==> src/rtl/reg_file_param.sv <==
// Parameterised two-read/one-write register file with a post-reset clear sweep and a
// one-entry deferred-write buffer for memory stalls. Define REG_FILE_BYPASS_EN for write-through reads.
module reg_file_param #(
    parameter int unsigned DATA_W = 8,
    parameter int unsigned ADDR_W = 3
) (
    input  logic              CLK,
    input  logic              RESET,
    input  logic              WRITE,
    input  logic              BUSYWAIT,
    input  logic [ADDR_W-1:0] INADDRESS,
    input  logic [DATA_W-1:0] IN,
    input  logic [ADDR_W-1:0] OUT1ADDRESS,
    input  logic [ADDR_W-1:0] OUT2ADDRESS,
    output logic [DATA_W-1:0] OUT1,
    output logic [DATA_W-1:0] OUT2,
    output logic              READY,
    output logic              PENDING
);

    localparam int unsigned DEPTH = 2 ** ADDR_W;
    localparam logic [ADDR_W:0] LastIdx = (ADDR_W + 1)'(DEPTH - 1);
    localparam logic [ADDR_W:0] CntOne  = (ADDR_W + 1)'(1);

    typedef enum logic [1:0] {StClear, StRun, StHold} state_e;

    state_e              state_q, state_d;
    logic [ADDR_W:0]     clr_cnt_q, clr_cnt_d;
    logic                pend_q, pend_d;
    logic [ADDR_W-1:0]   pend_addr_q, pend_addr_d;
    logic [DATA_W-1:0]   pend_data_q, pend_data_d;

    logic                we;
    logic [ADDR_W-1:0]   waddr;
    logic [DATA_W-1:0]   wdata;
    logic [DATA_W-1:0]   regs_q [DEPTH];

    always_comb begin
        state_d     = state_q;
        clr_cnt_d   = clr_cnt_q;
        pend_d      = pend_q;
        pend_addr_d = pend_addr_q;
        pend_data_d = pend_data_q;
        we          = 1'b0;
        waddr       = INADDRESS;
        wdata       = IN;
        unique case (state_q)
            StClear: begin
                we        = 1'b1;
                waddr     = clr_cnt_q[ADDR_W-1:0];
                wdata     = '0;
                clr_cnt_d = clr_cnt_q + CntOne;
                if (clr_cnt_q == LastIdx) begin
                    state_d = StRun;
                end
            end
            StRun: begin
                if (WRITE) begin
                    if (BUSYWAIT) begin
                        pend_d      = 1'b1;
                        pend_addr_d = INADDRESS;
                        pend_data_d = IN;
                        state_d     = StHold;
                    end else begin
                        we = 1'b1;
                    end
                end
            end
            StHold: begin
                if (!BUSYWAIT) begin
                    // A live write supersedes the held one; otherwise drain the buffer.
                    we = 1'b1;
                    if (!WRITE) begin
                        waddr = pend_addr_q;
                        wdata = pend_data_q;
                    end
                    pend_d  = 1'b0;
                    state_d = StRun;
                end else if (WRITE) begin
                    pend_addr_d = INADDRESS;
                    pend_data_d = IN;
                end
            end
            default: begin
                state_d = StClear;
            end
        endcase
    end

    always_ff @(posedge CLK) begin
        if (!RESET) begin
            state_q     <= StClear;
            clr_cnt_q   <= '0;
            pend_q      <= 1'b0;
            pend_addr_q <= '0;
            pend_data_q <= '0;
        end else begin
            state_q     <= state_d;
            clr_cnt_q   <= clr_cnt_d;
            pend_q      <= pend_d;
            pend_addr_q <= pend_addr_d;
            pend_data_q <= pend_data_d;
        end
    end

    // Storage is left untouched during reset; the sweep clears it once RESET releases.
    always_ff @(posedge CLK) begin
        if (RESET && we) begin
            regs_q[waddr] <= wdata;
        end
    end

    always_comb begin
        OUT1    = '0;
        OUT2    = '0;
        READY   = 1'b0;
        PENDING = 1'b0;
        if (RESET && (state_q != StClear)) begin
            OUT1    = regs_q[OUT1ADDRESS];
            OUT2    = regs_q[OUT2ADDRESS];
            READY   = 1'b1;
            PENDING = pend_q;
`ifdef REG_FILE_BYPASS_EN
            if (WRITE && !BUSYWAIT && (OUT1ADDRESS == INADDRESS)) begin
                OUT1 = IN;
            end
            if (WRITE && !BUSYWAIT && (OUT2ADDRESS == INADDRESS)) begin
                OUT2 = IN;
            end
`else
`endif
        end
    end

endmodule

==> config.mk <==
export PLATFORM = sky130hd
export DESIGN_NAME = reg_file_param
export DESIGN_NICKNAME = d
export VERILOG_FILES = /design/src/rtl/reg_file_param.sv
export SDC_FILE = /design/constraint.sdc
export NUM_CORES = 1
export LEC_CHECK = 0
export CAP_MARGIN = 20
export CORE_UTILIZATION = 30
export DETAILED_ROUTE_END_ITERATION = 10
export PLACE_DENSITY = 0.48
export SYNTH_ARGS = -nofsm -noshare
export SYNTH_HDL_FRONTEND = slang
export SYNTH_SLANG_ARGS = --single-unit
==> constraint.sdc <==
create_clock -name CLK -period 2.8 [get_ports CLK]
set_input_delay 0.56 -clock CLK [delete_from_list [all_inputs] [get_ports CLK]]
set_output_delay 0.56 -clock CLK [all_outputs]
set_load 0.05 [all_outputs]
==> flow_summary.json, run 1 <==
{
  "run_status": "complete, no violations",
  "period_minus_slack_ns": 2.66,
  "antenna_left": 0,
  "fp-row-count": 41,
  "wirelength_um": 8970,
  "numCtsBuffers": 9,
  "synthFlopType": "edfxtp_1",
  "sw_frac_of_total": 0.216,
  "hold_path_class": "flop to flop",
  "p_per_area_nw_per_um2": 543,
  "critical_path_arrival_ns": 2.10,
  "antenna_found_initial": 0,
  "whs_ns": 0.494,
  "globalRouteTotalUtil": 0.135,
  "die_y_um": 118,
  "leakage_uw": 0.00190,
  "die-area_um2": 13800,
  "p_total_uw": 2770,
  "area_delta_synth_final_pct": 27.3,
  "hpwl_um": 5970,
  "io-pin-count": 39,
  "crit_type": "primary input to output pin",
  "design.core.area_um2": 12800,
  "switchingPower_uw": 597,
  "drtIter0Drc": 97,
  "dp_cells": 482,
  "ys_async_sr_fraction": 0,
  "vias": 2445,
  "crit_fanout": 5,
  "clk_path_buf_depth": 2,
  "tightest_slew_ns": 0.377,
  "n_fill_cell": 1231,
  "p_comb_frac": 0.100,
  "place.port_buffers": 38,
  "clk_latency_ns": 0.33,
  "drt_pass1_iterations": 5,
  "fin_tns_setup_ns": 0,
  "setup_viol": 0,
  "drive_gt1_frac": 0.302,
  "clock-sinks": 82,
  "die_w_um": 118,
  "fin_skew_ns": 0.00845,
  "num-nets-final": 345,
  "drv_cap": 0,
  "synth_nets": 288,
  "place.gp.congestion": 0.717,
  "yosysUniqueCellTypes": 35,
  "r2r_cells": 6,
  "slowest_stage": "mux4_2",
  "diodes": 0,
  "viasPerCell": 4.89,
  "whs_path_depth": 2,
  "peakVddDrop_mv": 0.246,
  "overflow": 0,
  "clkPwrFrac": 0.414,
  "rsz0062_at_grt": "no",
  "worstPathRequired_ns": 2.24,
  "synth_area_um2": 4000,
  "worst_setup_path_end_kind": "output pin",
  "cts_tree": "built",
  "grt_pass1_vias": 2474,
  "finalHoldViolCount": 0,
  "synth_seq_cells": 82,
  "remaining_drc_errors": 0,
  "wl_per_cell_um": 17.9,
  "fin_crit_sh": 0.950,
  "fmax_mhz": 376,
  "grt_first_pass_wirelength_um": 13900,
  "yosys_warnings": 0,
  "cp-start-kind": "primary input",
  "avgSynthCellArea_um2": 15.0,
  "crit_path_max_incr_delay_ns": 0.50,
  "p_int_uw": 2170,
  "path_cells": "dlygate4sd2_1 > bufbuf_16 > mux4_2 > mux2i_1 > nor2_1 > buf_4",
  "synthCells": 266,
  "initial_utilization": 0.312,
  "relSlewSlack": 0.748,
  "grt_max_degree": 19,
  "cts_max_level": 3,
  "yosysSeqAreaShare": 0.570,
  "instances_no_fill": 500,
  "slew_viol_final": 0,
  "clk_root_buffer_cell": "clkbuf_16",
  "synth_edf_count": 64,
  "clk_pin_slew_ns": 0.06,
  "p_seq_frac": 0.486
}
## layout make-up
cell class	instances	area [um^2]	share of cell area
sequential	82	2280	0.448
clock inverter	6	65.1	0.0128
multi-input combinational	160	1600	0.313
clock buffer	10	229	0.0449
timing repair buffer	66	693	0.136
inverter	4	15.0	0.00295
tap	172	215	0.0422
## routing by layer
layer  global-route usage  wire [um]
met1                0.172       4050
met2                0.233       4550
met3               0.0281        314
met4               0.0385         50
met5                    0          0
## registers in the layout, summed over array words and instances, names as in the netlist
register / cells
regs_q: 64
pend_data_q: 8
clr_cnt_q: 4
pend_addr_q: 3
state_q: 2
pend_q: 1
## metrics by stage
stage                     utilization  instance area (um^2)  worst slack, ns
after CTS                       0.397                  5090           0.0982
after floorplan                     -                  4000            0.278
after detailed placement        0.369                  4730          -0.0484
final                           0.397                  5090            0.139
after global routing            0.397                  5090           0.0560
after global placement          0.369                  4730          -0.0587
## layout by cell type, fill, tap and decap left out, types with 5 or more instances in the layout
master and instances:
o22ai_1 5, edfxtp_1 64, nor2_1 34, clkdlybuf4s50_1 18
dfxtp_1 18, nor3_1 8, mux4_2 32, mux2i_1 27
clkbuf_16 9, buf_4 36, buf_12 8, nand2_1 7
a22o_1 16
## cell families (layout without fill, tap and decap cells)
group	Yosys count	after routing	share of synthesized area
flip-flops	82	82	0.570
adder cells (fa/ha/maj)	1	1	0.00313
multiplexers	61	61	0.254
XOR/XNOR	4	4	0.00875
buffers and inverters	24	86	0.0322
AND/OR/NAND/NOR	60	60	0.0672
AO/OA/AOI/OAI	34	34	0.0647
## timing repair
action                                  in CTS  in global routing
hold buffers                                 0                  0
resized for setup                            3                  0
setup buffers                                0                  0
endpoints found under the setup margin      10                  0
## power groups by stage
stage / Clock, uW / Combinational [uW] / Sequential (uW)
finish: 1150 / 277 / 1350
global route: 1220 / 298 / 1350
CTS: 1180 / 282 / 1350
detailed placement: 0 / 268 / 1370
global placement: 0 / 267 / 1370
floorplan: 0 / 162 / 1370
## Yosys cell counts, types with 2 or more instances
| cell | number | share of area |
|---|---|---|
| xor2_1 | 3 | 0.0066 |
| a31oi_1 | 2 | 0.0031 |
| buf_1 | 5 | 0.0047 |
| and3_1 | 3 | 0.0047 |
| nor2_1 | 34 | 0.032 |
| or2_2 | 2 | 0.0031 |
| inv_1 | 3 | 0.0028 |
| a21o_1 | 3 | 0.0056 |
| nand2_1 | 7 | 0.0066 |
| buf_2 | 7 | 0.0088 |
| a21oi_1 | 3 | 0.0038 |
| o22ai_1 | 5 | 0.0078 |
| clkbuf_1 | 2 | 0.0019 |
| o21ai_0 | 2 | 0.0025 |
| buf_6 | 2 | 0.0056 |
| a22o_1 | 16 | 0.035 |
| dfxtp_1 | 18 | 0.090 |
| nor3_1 | 8 | 0.010 |
| buf_4 | 4 | 0.0075 |
| mux2i_1 | 28 | 0.070 |
| edfxtp_1 | 64 | 0.48 |
| mux4_2 | 32 | 0.18 |
## critical path: cells and delay by family
family,cells,cell delay [ns]
buf+inv,3,0.81
mux,2,0.67
simple gates,1,0.06
## final timing paths
check / start / endpoint / slack, ns
worst max register to register: state_q[1] / regs_q[5][1] / 0.71
worst min-delay path: pend_data_q[3] / pend_data_q[3] / 0.49
worst max-delay path: OUT1ADDRESS[0] / OUT1[4] / 0.14
worst min register to register: pend_data_q[3] / pend_data_q[3] / 0.49
(Power assumes the default switching activity.)
==> inputs of run 2 (changes only) <==
Settings changed: HOLD_SLACK_MARGIN set to 0.05, SKIP_CTS_REPAIR_TIMING set to 1.
==> run 2 against run 1 <==
Non-clock buffer count up 4. Final area up 0.44%. Flip-flop and latch count unchanged. Setup slack better by 0.060 ns. Critical path type unchanged. Critical endpoint is now OUT1[3]. Largest cell class unchanged.
==> flow_summary.json, run 2 (synthesized netlist as in run 1, its figures left out) <==
{
  "drive_gt1_frac": 0.310,
  "instances_no_fill": 504,
  "setup_viol": 0,
  "fin_crit_sh": 0.929,
  "crit_fanout": 16,
  "dp_cells": 482,
  "numCtsBuffers": 9,
  "clock-sinks": 82,
  "drv_cap": 0,
  "clk_path_buf_depth": 2,
  "drt_pass1_iterations": 5,
  "path_cells": "clkdlybuf4s50_1 > buf_12 > mux4_2 > mux2i_1 > nor2_1 > buf_4",
  "place.gp.congestion": 0.717,
  "grt_max_degree": 19,
  "period_minus_slack_ns": 2.60,
  "cts_tree": "built",
  "area_delta_synth_final_pct": 27.9,
  "globalRouteTotalUtil": 0.132,
  "die-area_um2": 13800,
  "tightest_slew_ns": 0.379,
  "clk_pin_slew_ns": 0.06,
  "n_fill_cell": 1227,
  "die_w_um": 118,
  "crit_type": "primary input to output pin",
  "worst_setup_path_end_kind": "output pin",
  "drtIter0Drc": 93,
  "wl_per_cell_um": 17.9,
  "viasPerCell": 4.89,
  "slew_viol_final": 0,
  "io-pin-count": 39,
  "wirelength_um": 9020,
  "largest_register_ffs": 64,
  "vias": 2467,
  "worstPathRequired_ns": 2.24,
  "cp-start-kind": "primary input",
  "seqCellArea_um2": 2280,
  "antenna_found_initial": 0,
  "largest-register": "regs_q",
  "multi_input_area_um2": 1600,
  "peakVddDrop_mv": 0.246,
  "remaining_drc_errors": 0,
  "crit_path_max_incr_delay_ns": 0.51,
  "p_per_area_nw_per_um2": 542,
  "critical_path_arrival_ns": 2.04,
  "mostFrequentLayoutCells": "edfxtp_1, buf_4, nor2_1, mux4_2, mux2i_1",
  "relSlewSlack": 0.746,
  "num-nets-final": 349,
  "leakage_uw": 0.00192,
  "crit_family": "buffers and inverters",
  "clk_latency_ns": 0.33,
  "reg_top3": "regs_q x64, pend_data_q x8, clr_cnt_q x4",
  "slowest_stage": "clkdlybuf4s50_1",
  "clk_root_buffer_cell": "clkbuf_16",
  "fmax_mhz": 384,
  "run_status": "complete, no violations",
  "rsz0062_at_grt": "no",
  "fin_skew_ns": 0.00807,
  "antenna_left": 0,
  "grt_first_pass_wirelength_um": 13600,
  "finalHoldViolCount": 0,
  "die_y_um": 118,
  "hpwl_um": 5970,
  "hold_path_class": "flop to flop",
  "path_buf_inv": 3,
  "final_common_cell": "edfxtp_1",
  "diodes": 0,
  "design.core.area_um2": 12800,
  "place.port_buffers": 38,
  "overflow": 0,
  "fin_util": 0.399,
  "grt_pass1_vias": 2450,
  "initial_utilization": 0.312,
  "cts_max_level": 3,
  "fp-row-count": 41
}
[run 2: changes by cell type in the layout (fill, tap and decap cells not counted), sizes merged]
cell and change:
bufbuf -2, buf +4, dlygate4sd2 -2, clkbuf +2, dlymetal6s2s +2
[run 2: layout make-up]
type | count | share of cell area
clock buffer | 10 | 0.0447
clock inverter | 6 | 0.0127
inverter | 4 | 0.00293
multi-input combinational | 160 | 0.312
sequential | 82 | 0.446
tap | 172 | 0.0421
timing repair buffer | 70 | 0.140
[run 2: path summary, 6_finish.rpt]
| path | from | depth (start not counted) | slack [ns] | endpoint |
|---|---|---|---|---|
| max | OUT1ADDRESS[1] | 6 | 0.20 | OUT1[3] |
| min | pend_data_q[3] | 2 | 0.49 | pend_data_q[3] |
| max reg2reg | state_q[1] | 6 | 0.70 | regs_q[5][1] |
| min reg2reg | pend_data_q[3] | 2 | 0.49 | pend_data_q[3] |
[run 2: per-stage QoR]
| stage | instance area, um^2 | hold WS, ns | setup WS, ns | TNS [ns] | total power [uW] |
|---|---|---|---|---|---|
| floorplan | 4000 | 0.461 | 0.278 | 0 | 1530 |
| global placement | 4730 | 0.474 | -0.0587 | -0.247 | 1640 |
| detailed placement | 4730 | 0.483 | -0.0484 | -0.272 | 1640 |
| CTS | 5030 | 0.500 | -0.0599 | -0.346 | 2800 |
| global route | 5120 | 0.526 | 0.106 | 0 | 2870 |
| finish | 5120 | 0.494 | 0.199 | 0 | 2770 |
[run 2: power breakdown]
part	total [uW]	switching [uW]	internal, uW	leakage (uW)
logic	278	129	148	0.000963
clock network	1150	456	692	0.000143
registers	1350	14.6	1330	0.000817
[run 2: worst min-delay path, cell delays in order (launching register included)]
cell	delay [ns]
dfxtp_1	0.33
mux2i_1	0.06
nor2_1	0.07
[run 2: layer usage]
layer,vias to the layer above,routed length (um),global-route usage
li1,1181,-,-
met1,1223,4040,0.166
met2,56,4550,0.228
met3,7,356,0.0281
met4,0,79,0.0385
met5,-,0,0
